File: src/rtl/spike_pattern_decoder.sv
// Counts spikes per neuron over a fixed window and thresholds the counts into a pattern word.
// Optional STABILITY_CHECK_EN: flags convergence after STABLE_WINDOWS identical patterns.
module spike_pattern_decoder #(
    parameter int N              = 7,
    parameter int WINDOW         = 256,
    parameter int CNT_W          = 8,
    parameter int THRESH         = 4,
    parameter int STABLE_WINDOWS = 3
) (
    input  logic         clk,
    input  logic         reset_n,
    input  logic         enable,
    input  logic [N-1:0] spikes,
    input  logic         out_ready,
    output logic [N-1:0] pattern_out,
    output logic         out_valid,
    output logic         overrun,
    output logic         converged,
    output logic [1:0]   state_dbg
);

    // Output handshake: a result transfers on any cycle where out_valid & out_ready.
    // pattern_out holds steady while out_valid is high and not yet accepted.
    typedef enum logic [1:0] {IDLE = 2'd0, COUNT = 2'd1, EVAL = 2'd2} state_t;

    localparam int TW = (WINDOW > 1) ? $clog2(WINDOW) : 1;
    localparam logic [TW-1:0]    LAST    = TW'(WINDOW - 1);
    localparam logic [CNT_W-1:0] CNT_MAX = '1;
    localparam logic [CNT_W-1:0] THR     = CNT_W'(THRESH);

    state_t            state;
    logic [TW-1:0]     timer;
    logic [CNT_W-1:0]  cnt [N];
    logic [N-1:0]      pat;

    always_comb begin
        pat = '0;
        for (int i = 0; i < N; i++) pat[i] = (cnt[i] >= THR);
    end

    assign state_dbg = state;

    always_ff @(posedge clk or negedge reset_n) begin
        if (!reset_n) begin
            state       <= IDLE;
            timer       <= '0;
            pattern_out <= '0;
            out_valid   <= 1'b0;
            overrun     <= 1'b0;
            for (int i = 0; i < N; i++) cnt[i] <= '0;
        end else begin
            // Acceptance clears out_valid; a same-cycle EVAL load below overrides it.
            if (out_valid && out_ready) out_valid <= 1'b0;
            case (state)
                IDLE: begin
                    if (enable) begin
                        state <= COUNT;
                        timer <= '0;
                        for (int i = 0; i < N; i++) cnt[i] <= '0;
                    end
                end
                COUNT: begin
                    if (!enable) begin
                        state <= IDLE;
                        timer <= '0;
                        for (int i = 0; i < N; i++) cnt[i] <= '0;
                    end else begin
                        for (int i = 0; i < N; i++) begin
                            if (spikes[i] && (cnt[i] != CNT_MAX)) cnt[i] <= cnt[i] + CNT_W'(1);
                        end
                        if (timer == LAST) begin
                            state <= EVAL;
                            timer <= '0;
                        end else begin
                            timer <= timer + TW'(1);
                        end
                    end
                end
                EVAL: begin
                    if (!out_valid || out_ready) begin
                        pattern_out <= pat;
                        out_valid   <= 1'b1;
                    end else begin
                        overrun <= 1'b1;
                    end
                    timer <= '0;
                    for (int i = 0; i < N; i++) cnt[i] <= '0;
                    state <= enable ? COUNT : IDLE;
                end
                default: state <= IDLE;
            endcase
        end
    end

`ifdef STABILITY_CHECK_EN
    localparam int SW = $clog2(STABLE_WINDOWS) + 1;

    logic [N-1:0]  prev_pat;
    logic [SW-1:0] stable_cnt;
    logic [SW-1:0] stable_next;
    logic          converged_r;

    // Dropped (overrun) results still take part in the stability comparison.
    always_comb begin
        stable_next = SW'(1);
        if (pat == prev_pat) stable_next = (stable_cnt == '1) ? stable_cnt : stable_cnt + SW'(1);
    end

    always_ff @(posedge clk or negedge reset_n) begin
        if (!reset_n) begin
            prev_pat    <= '0;
            stable_cnt  <= '0;
            converged_r <= 1'b0;
        end else if (state == EVAL) begin
            prev_pat    <= pat;
            stable_cnt  <= stable_next;
            converged_r <= (stable_next >= SW'(STABLE_WINDOWS));
        end else if (state == COUNT && !enable) begin
            stable_cnt  <= '0;
            converged_r <= 1'b0;
        end
    end

    assign converged = converged_r;
`else
    assign converged = 1'b0;
`endif

endmodule

File: config.mk
export PLATFORM = sky130hd
export DESIGN_NAME = spike_pattern_decoder
export DESIGN_NICKNAME = d
export VERILOG_FILES = /design/src/rtl/spike_pattern_decoder.sv
export SDC_FILE = /design/constraint.sdc
export NUM_CORES = 1
export LEC_CHECK = 0
export CORE_MARGIN = 4
export CORE_UTILIZATION = 50
export CTS_BUF_LIST = sky130_fd_sc_hd__clkbuf_2 sky130_fd_sc_hd__clkbuf_4 sky130_fd_sc_hd__clkbuf_8
export DETAILED_ROUTE_END_ITERATION = 6
export PLACE_DENSITY_LB_ADDON = 0.05
export SYNTH_ARGS = -nofsm -noshare
export SYNTH_HDL_FRONTEND = slang
export SYNTH_SLANG_ARGS = --single-unit
File: constraint.sdc
create_clock -name clk -period 2.4 [get_ports clk]
set_clock_uncertainty 0.15 [all_clocks]
set_input_delay 0.48 -clock clk [delete_from_list [all_inputs] [get_ports clk]]
set_output_delay 0.48 -clock clk [all_outputs]
set_load 0.02 [all_outputs]
==> impl_summary.log, run 1 <==
[metrics] outcome: completed
[metrics] post-synth top area share: 44.5%
[metrics] deepest level of the CTS H-tree: 3
[metrics] commonest non-fill, non-tap cell in the layout: sky130_fd_sc_hd__dfrtp_1
[metrics] routed length per instance: between 15 and 20 um
[metrics] Top delay family on crit path: buffers and inverters
[metrics] number of buffers inserted by post-CTS setup repair: 0
[metrics] kind of path behind the tightest hold check: reg -> reg
[metrics] prevailing post-synth register cell: sky130_fd_sc_hd__dfrtp_1
[metrics] post-placement worst setup slack: -0.0187 ns
[metrics] CTS tree: yes
[metrics] area added between synthesis and finish: 14.4%
[metrics] via count: 3,500
[metrics] leakage power summed over all cells: 1.90 nW
[metrics] area of the die: ~10000 um^2
[metrics] number of sinks on the clock net: 75
[metrics] Critical Setup Path Class: reg -> out
[metrics] post-cts resize count: 0
[metrics] number of search-and-repair iterations in the first detailed-routing pass: 4
[metrics] Congestion Overflow GR: 0
[metrics] reported max-cap violation count: 0
[metrics] Std-Cell Core Area: 8220 um^2
[metrics] crit-path cells: clkdlybuf4s50_1
[metrics] Post-synth ARST share: 100%
[metrics] # port buffers: 21
[metrics] deepest clock path buffer count: 2
[metrics] number of buffers created by CTS: 9
[metrics] dominant cells by area after synthesis: sky130_fd_sc_hd__dfrtp_1, sky130_fd_sc_hd__ha_1, sky130_fd_sc_hd__o21ai_0, sky130_fd_sc_hd__nand3_1, sky130_fd_sc_hd__a21oi_1
[metrics] filler cell count: 728
[metrics] endpoints failing hold: 0
[metrics] clock latency on the worst-skew pair: 0.34 ns
[metrics] synthesized area divided by synthesized cell count: 9.48 um^2
[metrics] cell type with the largest total area after synthesis: sky130_fd_sc_hd__dfrtp_1
[metrics] maximum fanout along the worst path: 12
[metrics] Starting Density: 51.4%
[metrics] number of DRC violations after detailed-routing iteration 0: 139
[metrics] routability-driven placement congestion ratio: 0.861
[metrics] Mapped Cells: 445
[metrics] Slew Limit Fails: 0
[metrics] number of synthesized flops with an enable pin: 0
[metrics] clock period minus worst slack: 2.19 ns
[metrics] Worst Hold Slack: 0.371 ns
[metrics] Peak VDD IR: 0.315 mV
[metrics] distinct cell type count of the synthesized netlist: 56
[metrics] final antenna diode count: 0
[metrics] Post-Synthesis Net Count: approximately 470
[metrics] maximum number of pins on one net before global-route repair: 33
[metrics] Detailed Place HPWL: 6480 um
[metrics] Via-to-Cell Ratio: 5.89
[metrics] number of buffer and inverter stages on the critical path: 1
[metrics] Remaining DRCs: 0
[metrics] Tcrit/Tclk final: 91.4%
[metrics] sum of negative setup slack: 0 ns
[metrics] Data arrival, critical path: roughly 1.6 ns
[metrics] synthesized flop and latch total: 75
[metrics] Pwr per Cell Area: 534 nW/um^2
[metrics] post-layout util: 58.7%
[metrics] critical path endpoint category: primary output
[metrics] number of antenna violations at the first check in global routing: 0
[metrics] cell area after synthesis: between 4000 and 5000 um^2
[metrics] cell at the root of the clock tree: sky130_fd_sc_hd__clkbuf_8
[metrics] number of global-route vias before repair: ~3,400
[metrics] worst-path cell with the longest stage delay: sky130_fd_sc_hd__clkdlybuf4s50_1
[metrics] post-route ant nets: 0
[metrics] RSZ-0062 raised after global routing: false
[metrics] height of the chip: 99.9 um
[metrics] I/O pin total: 23
[metrics] minimum setup slack in the final design: 0.206 ns
[metrics] synth warn: 0
[metrics] Layout Nets: 511
[metrics] max incr delay on CP: around 0.7 ns
[metrics] Required @ worst endpoint: 1.77 ns
[metrics] area of all placed cells without fillers: 4830 um^2
[metrics] area of placed instances: 4630 um^2
[metrics] headroom to the max-slew limit: between 40 and 50%
[metrics] fraction of layout instances using a drive strength above 1: a little under an eighth
[metrics] Chip Width: 99.9 um
[metrics] maximum clock frequency: 456 MHz
[metrics] total global-route track usage: 19.1%
[metrics] commonest cells after routing, fill and taps aside: sky130_fd_sc_hd__dfrtp_1, sky130_fd_sc_hd__nand2_1, sky130_fd_sc_hd__o21ai_0
[metrics] Rows: 33
[metrics] final setup violation count: 0
[metrics] clock slew seen by the registers of the worst setup and hold paths: 0.08 ns
[metrics] routed wire length: 8980 um
[metrics] transition at the pin with the smallest max-transition slack: 0.755 ns
[metrics] first-pass GRT wire length: 15,600 um
[metrics] proportion of synthesized chip area in sequential cells: between 40% and 50%
[metrics] element type at the critical path start: flip-flop
-- per-stage QoR --
step,total power [mW],instances
2_1_floorplan,1.53,445
4_1_cts,2.62,594
3_3_place_gp,1.66,578
6_report,2.58,594
5_1_grt,2.71,594
3_5_place_dp,1.66,578
-- sequential cells by signal, summed over array words and instances (netlist names) --
name         cells
timer            8
pattern_out      7
out_valid        1
state_dbg        2
cnt             56
overrun          1
-- layer usage --
layer / share of wire (%) / global-route usage [%] / wire, um / up-vias
li1: - / - / - / 1753
met3: 2.6 / 2.85 / 230 / 10
met2: 48 / 31.7 / 4340 / 43
met4: 1.6 / 8.09 / 148 / 0
met1: 47 / 25.1 / 4260 / 1694
met5: 0 / 0 / 0 / -
-- cells by family (layout without fill, tap and decap cells) --
group	after synthesis	in the layout	share of synthesized area, %
AND/OR/NAND/NOR	176	176	22.8
AO/OA/AOI/OAI	121	121	19.7
flip-flops	75	75	44.5
buffers and inverters	44	88	5.46
adder cells (fa/ha/maj)	15	15	4.45
multiplexers	8	8	1.96
XOR/XNOR	5	5	1.04
other	1	1	0.0889
-- power breakdown --
| group | total, mW | internal (mW) | switching [mW] |
|---|---|---|---|
| Combinational | 0.321 | 0.122 | 0.199 |
| Sequential | 1.32 | 1.29 | 0.0325 |
| Clock | 0.939 | 0.483 | 0.456 |
-- synth_stat cells (6+ instances only) --
master and instances:
sky130_fd_sc_hd__or4_1 12, sky130_fd_sc_hd__or3_1 17, sky130_fd_sc_hd__inv_1 25, sky130_fd_sc_hd__nor2_1 28
sky130_fd_sc_hd__dfrtp_1 75, sky130_fd_sc_hd__a31oi_1 7, sky130_fd_sc_hd__a21oi_1 25, sky130_fd_sc_hd__o21ai_0 30
sky130_fd_sc_hd__mux2i_1 6, sky130_fd_sc_hd__buf_2 6, sky130_fd_sc_hd__ha_1 15, sky130_fd_sc_hd__nor4_1 10
sky130_fd_sc_hd__o41ai_1 7, sky130_fd_sc_hd__o211ai_1 7, sky130_fd_sc_hd__nand3_1 27, sky130_fd_sc_hd__nand4_1 16
sky130_fd_sc_hd__nand2_1 33, sky130_fd_sc_hd__o31ai_1 16, sky130_fd_sc_hd__nand2b_1 7
-- final cells by class --
cell class              instances  area [um^2]  share of cell area, %
repair buffers                 48          425                   8.81
multi-input cells             326         2110                   43.8
flip-flops and latches         75         1880                   38.9
clock inverters                 5         55.1                   1.14
clock buffers                  10          131                   2.72
inverters                      25         93.8                   1.94
well taps                     105          131                   2.72
-- worst paths after layout --
| path | startpoint | end | slack [ns] | cells past startpoint |
|---|---|---|---|---|
| min reg2reg | cnt[38] | cnt[38] | 0.37 | 1 |
| max in group asynchronous | reset_n | cnt[43] | 1.05 | 3 |
| max | state_dbg[1] | state_dbg[1] | 0.21 | 1 |
| min | cnt[38] | cnt[38] | 0.37 | 1 |
| min in group asynchronous | reset_n | cnt[22] | 0.47 | 2 |
| max reg2reg | state_dbg[1] | cnt[7] | 0.32 | 4 |
-- repair_timing --
action,4_1_cts,5_1_grt
setup endpoints to repair,0,0
hold endpoints to repair,30,0
hold buffers,1,0
Note: power is estimated with default switching activity, not from simulation.
==> run 2: changes to the inputs <==
Settings changed: PLACE_DENSITY set to 0.73, PLACE_DENSITY_LB_ADDON 0.05 to not set.
==> run 2 against run 1 <==
  * Clock power increased by 19%
  * Global-route usage increased by 1.4 points
  * Flip-flop and latch count unchanged
  * Core utilization increased by 1.1 points
  * Wire length increased by 6.1%
  * Critical endpoint unchanged
  * Largest power group unchanged
==> impl_summary.log, run 2 (same netlist as run 1, synthesis figures left out) <==
[metrics] outcome: completed
[metrics] area added between synthesis and finish: 16.5%
[metrics] number of search-and-repair iterations in the first detailed-routing pass: 4 (unchanged)
[metrics] cell at the root of the clock tree: sky130_fd_sc_hd__clkbuf_8
[metrics] crit-path cells: clkdlybuf4s50_1
[metrics] number of sinks on the clock net: 75 (unchanged)
[metrics] Worst Hold Slack: 0.319 ns (-0.0517 ns)
[metrics] Chip Width: 99.9 um (unchanged)
[metrics] transition at the pin with the smallest max-transition slack: 0.545 ns (-0.210 ns)
[metrics] number of antenna violations at the first check in global routing: 0 (unchanged)
[metrics] number of DRC violations after detailed-routing iteration 0: 170 (+22%)
[metrics] Rows: 33 (unchanged)
[metrics] headroom to the max-slew limit: 63.4% (+14 points)
[metrics] Std-Cell Core Area: 8220 um^2 (unchanged)
[metrics] post-route ant nets: 0 (unchanged)
[metrics] max incr delay on CP: 0.69 ns (about the same)
[metrics] Peak VDD IR: 0.304 mV (-3.5%)
[metrics] commonest non-fill, non-tap cell in the layout: sky130_fd_sc_hd__dfrtp_1
[metrics] maximum clock frequency: 445 MHz (-2.4%)
[metrics] Congestion Overflow GR: 0 (unchanged)
[metrics] reported max-cap violation count: 0 (unchanged)
[metrics] clock slew seen by the registers of the worst setup and hold paths: 0.08 ns (about the same)
[metrics] Register-to-Register Setup Slack: 0.26 ns (-0.06 ns)
[metrics] endpoints failing hold: 0 (unchanged)
[metrics] post-placement worst setup slack: -0.0627 ns (-0.0441 ns)
[metrics] Starting Density: 51.4% (unchanged)
[metrics] # port buffers: 21 (unchanged)
[metrics] CTS tree: yes
[metrics] critical path endpoint category: primary output
[metrics] largest reg by FF count: cnt
[metrics] Via-to-Cell Ratio: 6.03 (+2.3%)
[metrics] Tcrit/Tclk final: 93.6% (+2.2 points)
[metrics] routed wire length: 9520 um (+6.1%)
[metrics] area of the die: 9970 um^2 (unchanged)
[metrics] number of global-route vias before repair: 3,513 (+4.1%)
[metrics] number of buffers inserted by post-CTS setup repair: 0 (unchanged)
[metrics] Critical Setup Path Class: reg -> out
[metrics] Required @ worst endpoint: 1.77 ns (about the same)
[metrics] post-layout power: 2.79 mW (+8.2%)
[metrics] routability-driven placement congestion ratio: 0.865 (+0.44%)
[metrics] min-delay src: overrun
[metrics] Layout Nets: 516 (+0.98%)
[metrics] minimum setup slack in the final design: 0.152 ns (-0.0538 ns)
[metrics] via count: 3,615 (+3.3%)
[metrics] final antenna diode count: 0 (unchanged)
[metrics] end of the worst hold path: overrun
[metrics] height of the chip: 99.9 um (unchanged)
[metrics] routed length per instance: 15.9 um (+5.0%)
[metrics] Worst Reg2Reg Path Length in Cells: 5 (+1)
[metrics] deepest clock path buffer count: 2 (unchanged)
[metrics] Pwr per Cell Area: 567 nW/um^2 (+6.2%)
[metrics] max FFs per register: 56 (unchanged)
[metrics] Detailed Place HPWL: 6780 um (+4.6%)
[metrics] registers with the highest flip-flop counts: cnt (56), timer (8), pattern_out (7)
[metrics] clock latency on the worst-skew pair: 0.36 ns (+0.02 ns)
[metrics] maximum fanout along the worst path: 12 (unchanged)
[metrics] element type at the critical path start: flip-flop
[metrics] hold-critical path depth: 1 (unchanged)
[metrics] number of buffer and inverter stages on the critical path: 1 (unchanged)
[metrics] total global-route track usage: 20.6% (+1.4 points)
[metrics] maximum number of pins on one net before global-route repair: 36 (+9.1%)
[metrics] first-pass GRT wire length: 16,600 um (+6.3%)
[metrics] I/O pin total: 23 (unchanged)
[metrics] commonest cells after routing, fill and taps aside: sky130_fd_sc_hd__dfrtp_1, sky130_fd_sc_hd__nand2_1, sky130_fd_sc_hd__o21ai_0, sky130_fd_sc_hd__buf_4, sky130_fd_sc_hd__nor2_1
[metrics] endpoint of the most critical register-to-register path: cnt[15]
[metrics] number of buffers created by CTS: 9 (unchanged)
[metrics] Top delay family on crit path: buffers and inverters
[metrics] final setup violation count: 0 (unchanged)
[metrics] deepest level of the CTS H-tree: 3 (unchanged)
[metrics] kind of path behind the tightest hold check: reg -> reg
[metrics] RSZ-0062 raised after global routing: false
[metrics] Reg2Reg Launch Point: state_dbg[1]
[metrics] worst-path cell with the longest stage delay: sky130_fd_sc_hd__clkdlybuf4s50_1
[metrics] Slew Limit Fails: 0 (unchanged)
[metrics] clock period minus worst slack: 2.25 ns (+0.0538 ns)
[metrics] leakage power summed over all cells: 1.96 nW (+3.0%)
[metrics] fraction of layout instances using a drive strength above 1: 12.5% (+1.1 points)
[metrics] Data arrival, critical path: 1.62 ns (+0.06 ns)
[metrics] Remaining DRCs: 0 (unchanged)
==> run 2: changes by cell type in the layout (fill, tap and decap cells not counted) <==
cell and delta:
sky130_fd_sc_hd__buf_12 +1, sky130_fd_sc_hd__buf_4 +4, sky130_fd_sc_hd__bufinv_16 +1, sky130_fd_sc_hd__clkbuf_4 -1, sky130_fd_sc_hd__clkbuf_8 +2, sky130_fd_sc_hd__clkinv_2 +1
sky130_fd_sc_hd__clkinvlp_4 -2
==> run 2: metrics by stage <==
| stage | util, % | setup TNS, ns | instance area, um^2 | cells |
|---|---|---|---|---|
| global placement | 57.0 | 0 | 4680 | 583 |
| CTS | 59.8 | 0 | 4920 | 600 |
| detailed placement | 57.0 | -0.206 | 4680 | 583 |
| floorplan | - | 0 | 4220 | 445 |
| global route | 59.8 | 0 | 4920 | 600 |
| finish | 59.8 | 0 | 4920 | 600 |
==> run 2: timing repair <==
action,CTS,global route
hold buffers,1,0
resized for setup,0,0
hold endpoints to repair,33,0
==> run 2: layer usage <==
layer,GRT usage (%),share of wire [%],vias to the layer above
li1,-,-,1764
met1,27.9,46,1740
met2,32.6,47,97
met3,2.99,4.8,14
met4,9.45,2.1,0
met5,0,0,-
==> run 2: layout make-up <==
class,count,area [um^2]
fillers,700,3300
multi-input cells,326,2110
flip-flops and latches,75,1880
repair buffers,53,475
clock buffers,11,151
well taps,105,131
inverters,25,93.8
clock inverters,5,75.1
==> run 2: power breakdown <==
| group | switching (mW) | internal [mW] | leakage (nW) |
|---|---|---|---|
| clock network | 0.484 | 0.637 | 0.119 |
| logic | 0.210 | 0.143 | 0.835 |
| registers | 0.0292 | 1.29 | 1.00 |
| total | 0.724 | 2.07 | 1.96 |
==> run 2: how the worst max path moves through the flow <==
stage                 startpoint      endpoint  cells past startpoint
floorplan                 enable       cnt[31]                      7
global route        state_dbg[1]       cnt[21]                      6
finish              state_dbg[1]  state_dbg[1]                      1
detailed placement        enable       cnt[15]                      6
global placement          enable       cnt[13]                      6
CTS                 state_dbg[1]  state_dbg[1]                      1
==> run 3: changes to the inputs <==
Settings changed: ABC_AREA set to 1, CORE_MARGIN 4 to not set.
==> run 3 against run 2 <==
  * Synthesized cell count increased by 58%
  * Power decreased by 3.5%
  * Wire length increased by 14%
  * Core utilization decreased by 1.9 points
  * Cell area increased by 8.9%
  * Flip-flop and latch count unchanged
  * Count of clock-buffer cells in the layout decreased by 1
  * Worst hold slack improved by 0.021 ns
  * Critical endpoint is now state_dbg[0]
  * Highest routed layer unchanged
==> impl_summary.log, run 3 <==
[metrics] leakage power summed over all cells: 2.42 nW (+24%)
[metrics] top-count cell post-synth: sky130_fd_sc_hd__nand2_1
[metrics] clock latency on the worst-skew pair: 0.35 ns (about the same)
[metrics] Post-Synth Adder-Cell Area: 3.94% (-0.50 points)
[metrics] number of DRC violations after detailed-routing iteration 0: 232 (+36%)
[metrics] Data arrival, critical path: 1.48 ns (-0.14 ns)
[metrics] # port buffers: 21 (unchanged)
[metrics] clock period minus worst slack: 2.11 ns (-0.140 ns)
[metrics] via count: 4,464 (+23%)
[metrics] element type at the critical path start: flip-flop
[metrics] Post-synth ARST share: 100% (unchanged)
[metrics] Starting Density: 51.5% (+0.15 points)
[metrics] Reg2Reg Launch Point: state_dbg[0]
[metrics] post-route ant nets: 0 (unchanged)
[metrics] number of antenna violations at the first check in global routing: 0 (unchanged)
[metrics] height of the chip: 99.6 um (-0.31%)
[metrics] deepest clock path buffer count: 2 (unchanged)
[metrics] registers with the highest flip-flop counts: cnt (56), timer (8), pattern_out (7)
[metrics] Layout Nets: 758 (+47%)
[metrics] Tcrit/Tclk final: 87.8% (-5.8 points)
[metrics] Register-to-Register Setup Slack: 0.51 ns (+0.25 ns)
[metrics] synthesized area divided by synthesized cell count: 6.78 um^2 (-29%)
[metrics] Rows: 35 (+6.1%)
[metrics] post-synth top area share: 39.4% (-5.0 points)
[metrics] Seq. cell area: 1880 um^2 (unchanged)
[metrics] share of the synthesized area in compound gates (AO/OA/AOI/OAI): 5.81% (-14 points)
[metrics] filler cell count: 854 (+22%)
[metrics] Post-Synthesis Net Count: 728 (+55%)
[metrics] number of buffer and inverter stages on the critical path: 1 (unchanged)
[metrics] max FFs per register: 56 (unchanged)
[metrics] number of hold-repair buffers added at the cts stage: 1 (unchanged)
[metrics] min-delay src: pattern_out[1]
[metrics] commonest non-fill, non-tap cell in the layout: sky130_fd_sc_hd__nand2_1
[metrics] worst-path cell with the longest stage delay: sky130_fd_sc_hd__clkdlybuf4s50_1
[metrics] transition at the pin with the smallest max-transition slack: 0.536 ns (-0.00876 ns)
[metrics] fraction of layout instances using a drive strength above 1: 7.19% (-5.3 points)
[metrics] Remaining DRCs: 0 (unchanged)
[metrics] Worst Reg2Reg Path Length in Cells: 7 (+2)
[metrics] max incr delay on CP: 0.65 ns (-0.04 ns)
[metrics] number of sinks on the clock net: 75 (unchanged)
[metrics] area of the die: 9910 um^2 (-0.61%)
[metrics] critical path endpoint category: primary output
[metrics] number of cells on the critical path: 1 (unchanged)
[metrics] synth warn: 0 (unchanged)
[metrics] multi-input combinational cell area: 2440 um^2 (+16%)
[metrics] distinct cell type count of the synthesized netlist: 28 (-50%)
[metrics] maximum number of pins on one net before global-route repair: 42 (+17%)
[metrics] deepest level of the CTS H-tree: 3 (unchanged)
[metrics] Std-Cell Core Area: 9240 um^2 (+12%)
[metrics] number of synthesized flops with an enable pin: 0 (unchanged)
[metrics] maximum fanout along the worst path: 5 (-7)
[metrics] global routing usage on met1: 30.5% (+2.6 points)
[metrics] synthesized flop and latch total: 75 (unchanged)
[metrics] number of search-and-repair iterations in the first detailed-routing pass: 5 (+1)
[metrics] Required @ worst endpoint: 1.77 ns (about the same)
[metrics] sum of negative setup slack: 0 ns (unchanged)
[metrics] clock slew seen by the registers of the worst setup and hold paths: 0.08 ns (about the same)
[metrics] busiest layer in global routing: met2
[metrics] final setup violation count: 0 (unchanged)
[metrics] outcome: completed
[metrics] CTS tree: yes
[metrics] synthesized-area fraction occupied by xor and xnor cells: 0% (-1.0 points)
[metrics] post-synthesis simple-gate area fraction: 41.5% (+19 points)
[metrics] number of global-route vias before repair: 4,156 (+18%)
[metrics] first-pass GRT wire length: 18,600 um (+12%)
[metrics] Detailed Place HPWL: 7690 um (+14%)
[metrics] met3 usage in global routing: 3.30% (+0.31 points)
[metrics] cell at the root of the clock tree: sky130_fd_sc_hd__clkbuf_8
[metrics] final antenna diode count: 0 (unchanged)
[metrics] post-cts resize count: 0 (unchanged)
[metrics] reported max-cap violation count: 0 (unchanged)
[metrics] routability-driven placement congestion ratio: 0.895 (+3.5%)
[metrics] Congestion Overflow GR: 0 (unchanged)
[metrics] endpoints failing hold: 0 (unchanged)
[metrics] routed wire length: 10,900 um (+14%)
[metrics] endpoint of the most critical register-to-register path: cnt[34]
[metrics] area added between synthesis and finish: 12.5%
[metrics] end of the worst hold path: pattern_out[1]
[metrics] number of buffers inserted by post-CTS setup repair: 0 (unchanged)
[metrics] Pwr per Cell Area: 503 nW/um^2 (-11%)
[metrics] Slew Limit Fails: 0 (unchanged)
[metrics] synth cell count leaders: sky130_fd_sc_hd__nand2_1, sky130_fd_sc_hd__nor2_1, sky130_fd_sc_hd__inv_1
[metrics] Non-Filler Instances: 866 (+44%)
[metrics] cell area after synthesis: 4760 um^2 (+13%)
[metrics] crit-path cells: clkdlybuf4s50_1
[metrics] Critical Setup Path Class: reg -> out
[metrics] proportion of synthesized chip area in sequential cells: 39.4% (-5.0 points)
[metrics] Top delay family on crit path: buffers and inverters
[metrics] hold-critical path depth: 2 (+1)
[metrics] dominant cells by area after synthesis: sky130_fd_sc_hd__dfrtp_1, sky130_fd_sc_hd__nand2_1, sky130_fd_sc_hd__nand3_1, sky130_fd_sc_hd__nor2_1, sky130_fd_sc_hd__inv_1
[metrics] RSZ-0062 raised after global routing: false
[metrics] routed length per instance: 12.6 um (-21%)
[metrics] total global-route track usage: 23.6% (+3.1 points)
[metrics] prevailing post-synth register cell: sky130_fd_sc_hd__dfrtp_1
[metrics] Peak VDD IR: 0.271 mV (-11%)
[metrics] I/O pin total: 23 (unchanged)
[metrics] commonest cells after routing, fill and taps aside: sky130_fd_sc_hd__nand2_1, sky130_fd_sc_hd__nor2_1, sky130_fd_sc_hd__inv_1
[metrics] Via-to-Cell Ratio: 5.15 (-14%)
[metrics] headroom to the max-slew limit: 64.3% (+0.89 points)
[metrics] Mapped Cells: 702 (+58%)
[metrics] number of buffers created by CTS: 9 (unchanged)
[metrics] placed cell count: 849 (+46%)
[metrics] fraction of synthesized area in multiplexers: 0% (-2.0 points)
[metrics] maximum clock frequency: 475 MHz (+6.7%)
[metrics] kind of path behind the tightest hold check: reg -> reg
[metrics] Chip Width: 99.6 um (-0.31%)
[metrics] largest reg by FF count: cnt
[metrics] cell type with the largest total area after synthesis: sky130_fd_sc_hd__dfrtp_1
[metrics] largest family of logic cells by synthesized area: simple AND/OR/NAND/NOR gates
[metrics] GR met2 Demand/Resource: 39.4% (+6.8 points)
-- run 3: cell count changes in the layout (fill, tap and decap cells not counted), moves of 16 or more --
cell / before / now
sky130_fd_sc_hd__nand2_1: 33 / 212
sky130_fd_sc_hd__nor2_1: 28 / 102
sky130_fd_sc_hd__inv_1: 25 / 89
sky130_fd_sc_hd__nand3_1: 27 / 81
sky130_fd_sc_hd__buf_4: 30 / 7
sky130_fd_sc_hd__a21oi_1: 25 / 3
sky130_fd_sc_hd__o21ai_1: 1 / 18
sky130_fd_sc_hd__or3_1: 17 / 0
sky130_fd_sc_hd__o31ai_1: 16 / 0
-- run 3: how the worst max path moves through the flow --
stage,startpoint,to,slack [ns]
2_1_floorplan,state_dbg[0],cnt[26],0.77
3_3_place_gp,enable,cnt[18],0.13
3_5_place_dp,enable,cnt[4],0.09
4_1_cts,state_dbg[0],state_dbg[0],0.28
5_1_grt,state_dbg[0],state_dbg[0],0.26
6_report,state_dbg[0],state_dbg[0],0.29
-- run 3: stage by stage --
stage               hold slack [ns]  utilization, %  setup WS [ns]  power [mW]  instance area (um^2)
detailed placement            0.325            55.9         0.0937        1.82                  5160
floorplan                    0.0344               -          0.767        1.64                  4760
finish                        0.341            57.9          0.293        2.69                  5350
CTS                           0.345            57.9          0.283        2.71                  5350
global route                  0.371            57.9          0.261        2.82                  5350
global placement              0.310            55.9          0.129        1.81                  5160
-- run 3: cells by family (layout without fill, tap and decap cells) --
family / after synthesis / after routing
fa+ha+maj: 15 / 15
buf+inv: 107 / 142
other cells: 1 / 1
compound gates: 53 / 53
simple gates: 451 / 451
flops: 75 / 75
-- run 3: power by group --
group	internal, mW	switching (mW)	total [mW]
Sequential	1.30	0.0387	1.34
Clock	0.401	0.493	0.894
Combinational	0.146	0.316	0.462
-- run 3: cell type report --
type / instances / share of cell area, %
clock buffers: 10 / 2.57
clock inverters: 6 / 0.771
inverters: 94 / 6.59
multi-input cells: 520 / 45.6
flip-flops and latches: 75 / 35.1
well taps: 129 / 3.01
repair buffers: 32 / 6.40
-- run 3: metal layers --
layer / up-vias / share of wire (%)
met2: 134 / 46
li1: 2279 / -
met4: 0 / 2.1
met1: 2033 / 46
met3: 18 / 5.2
met5: - / 0
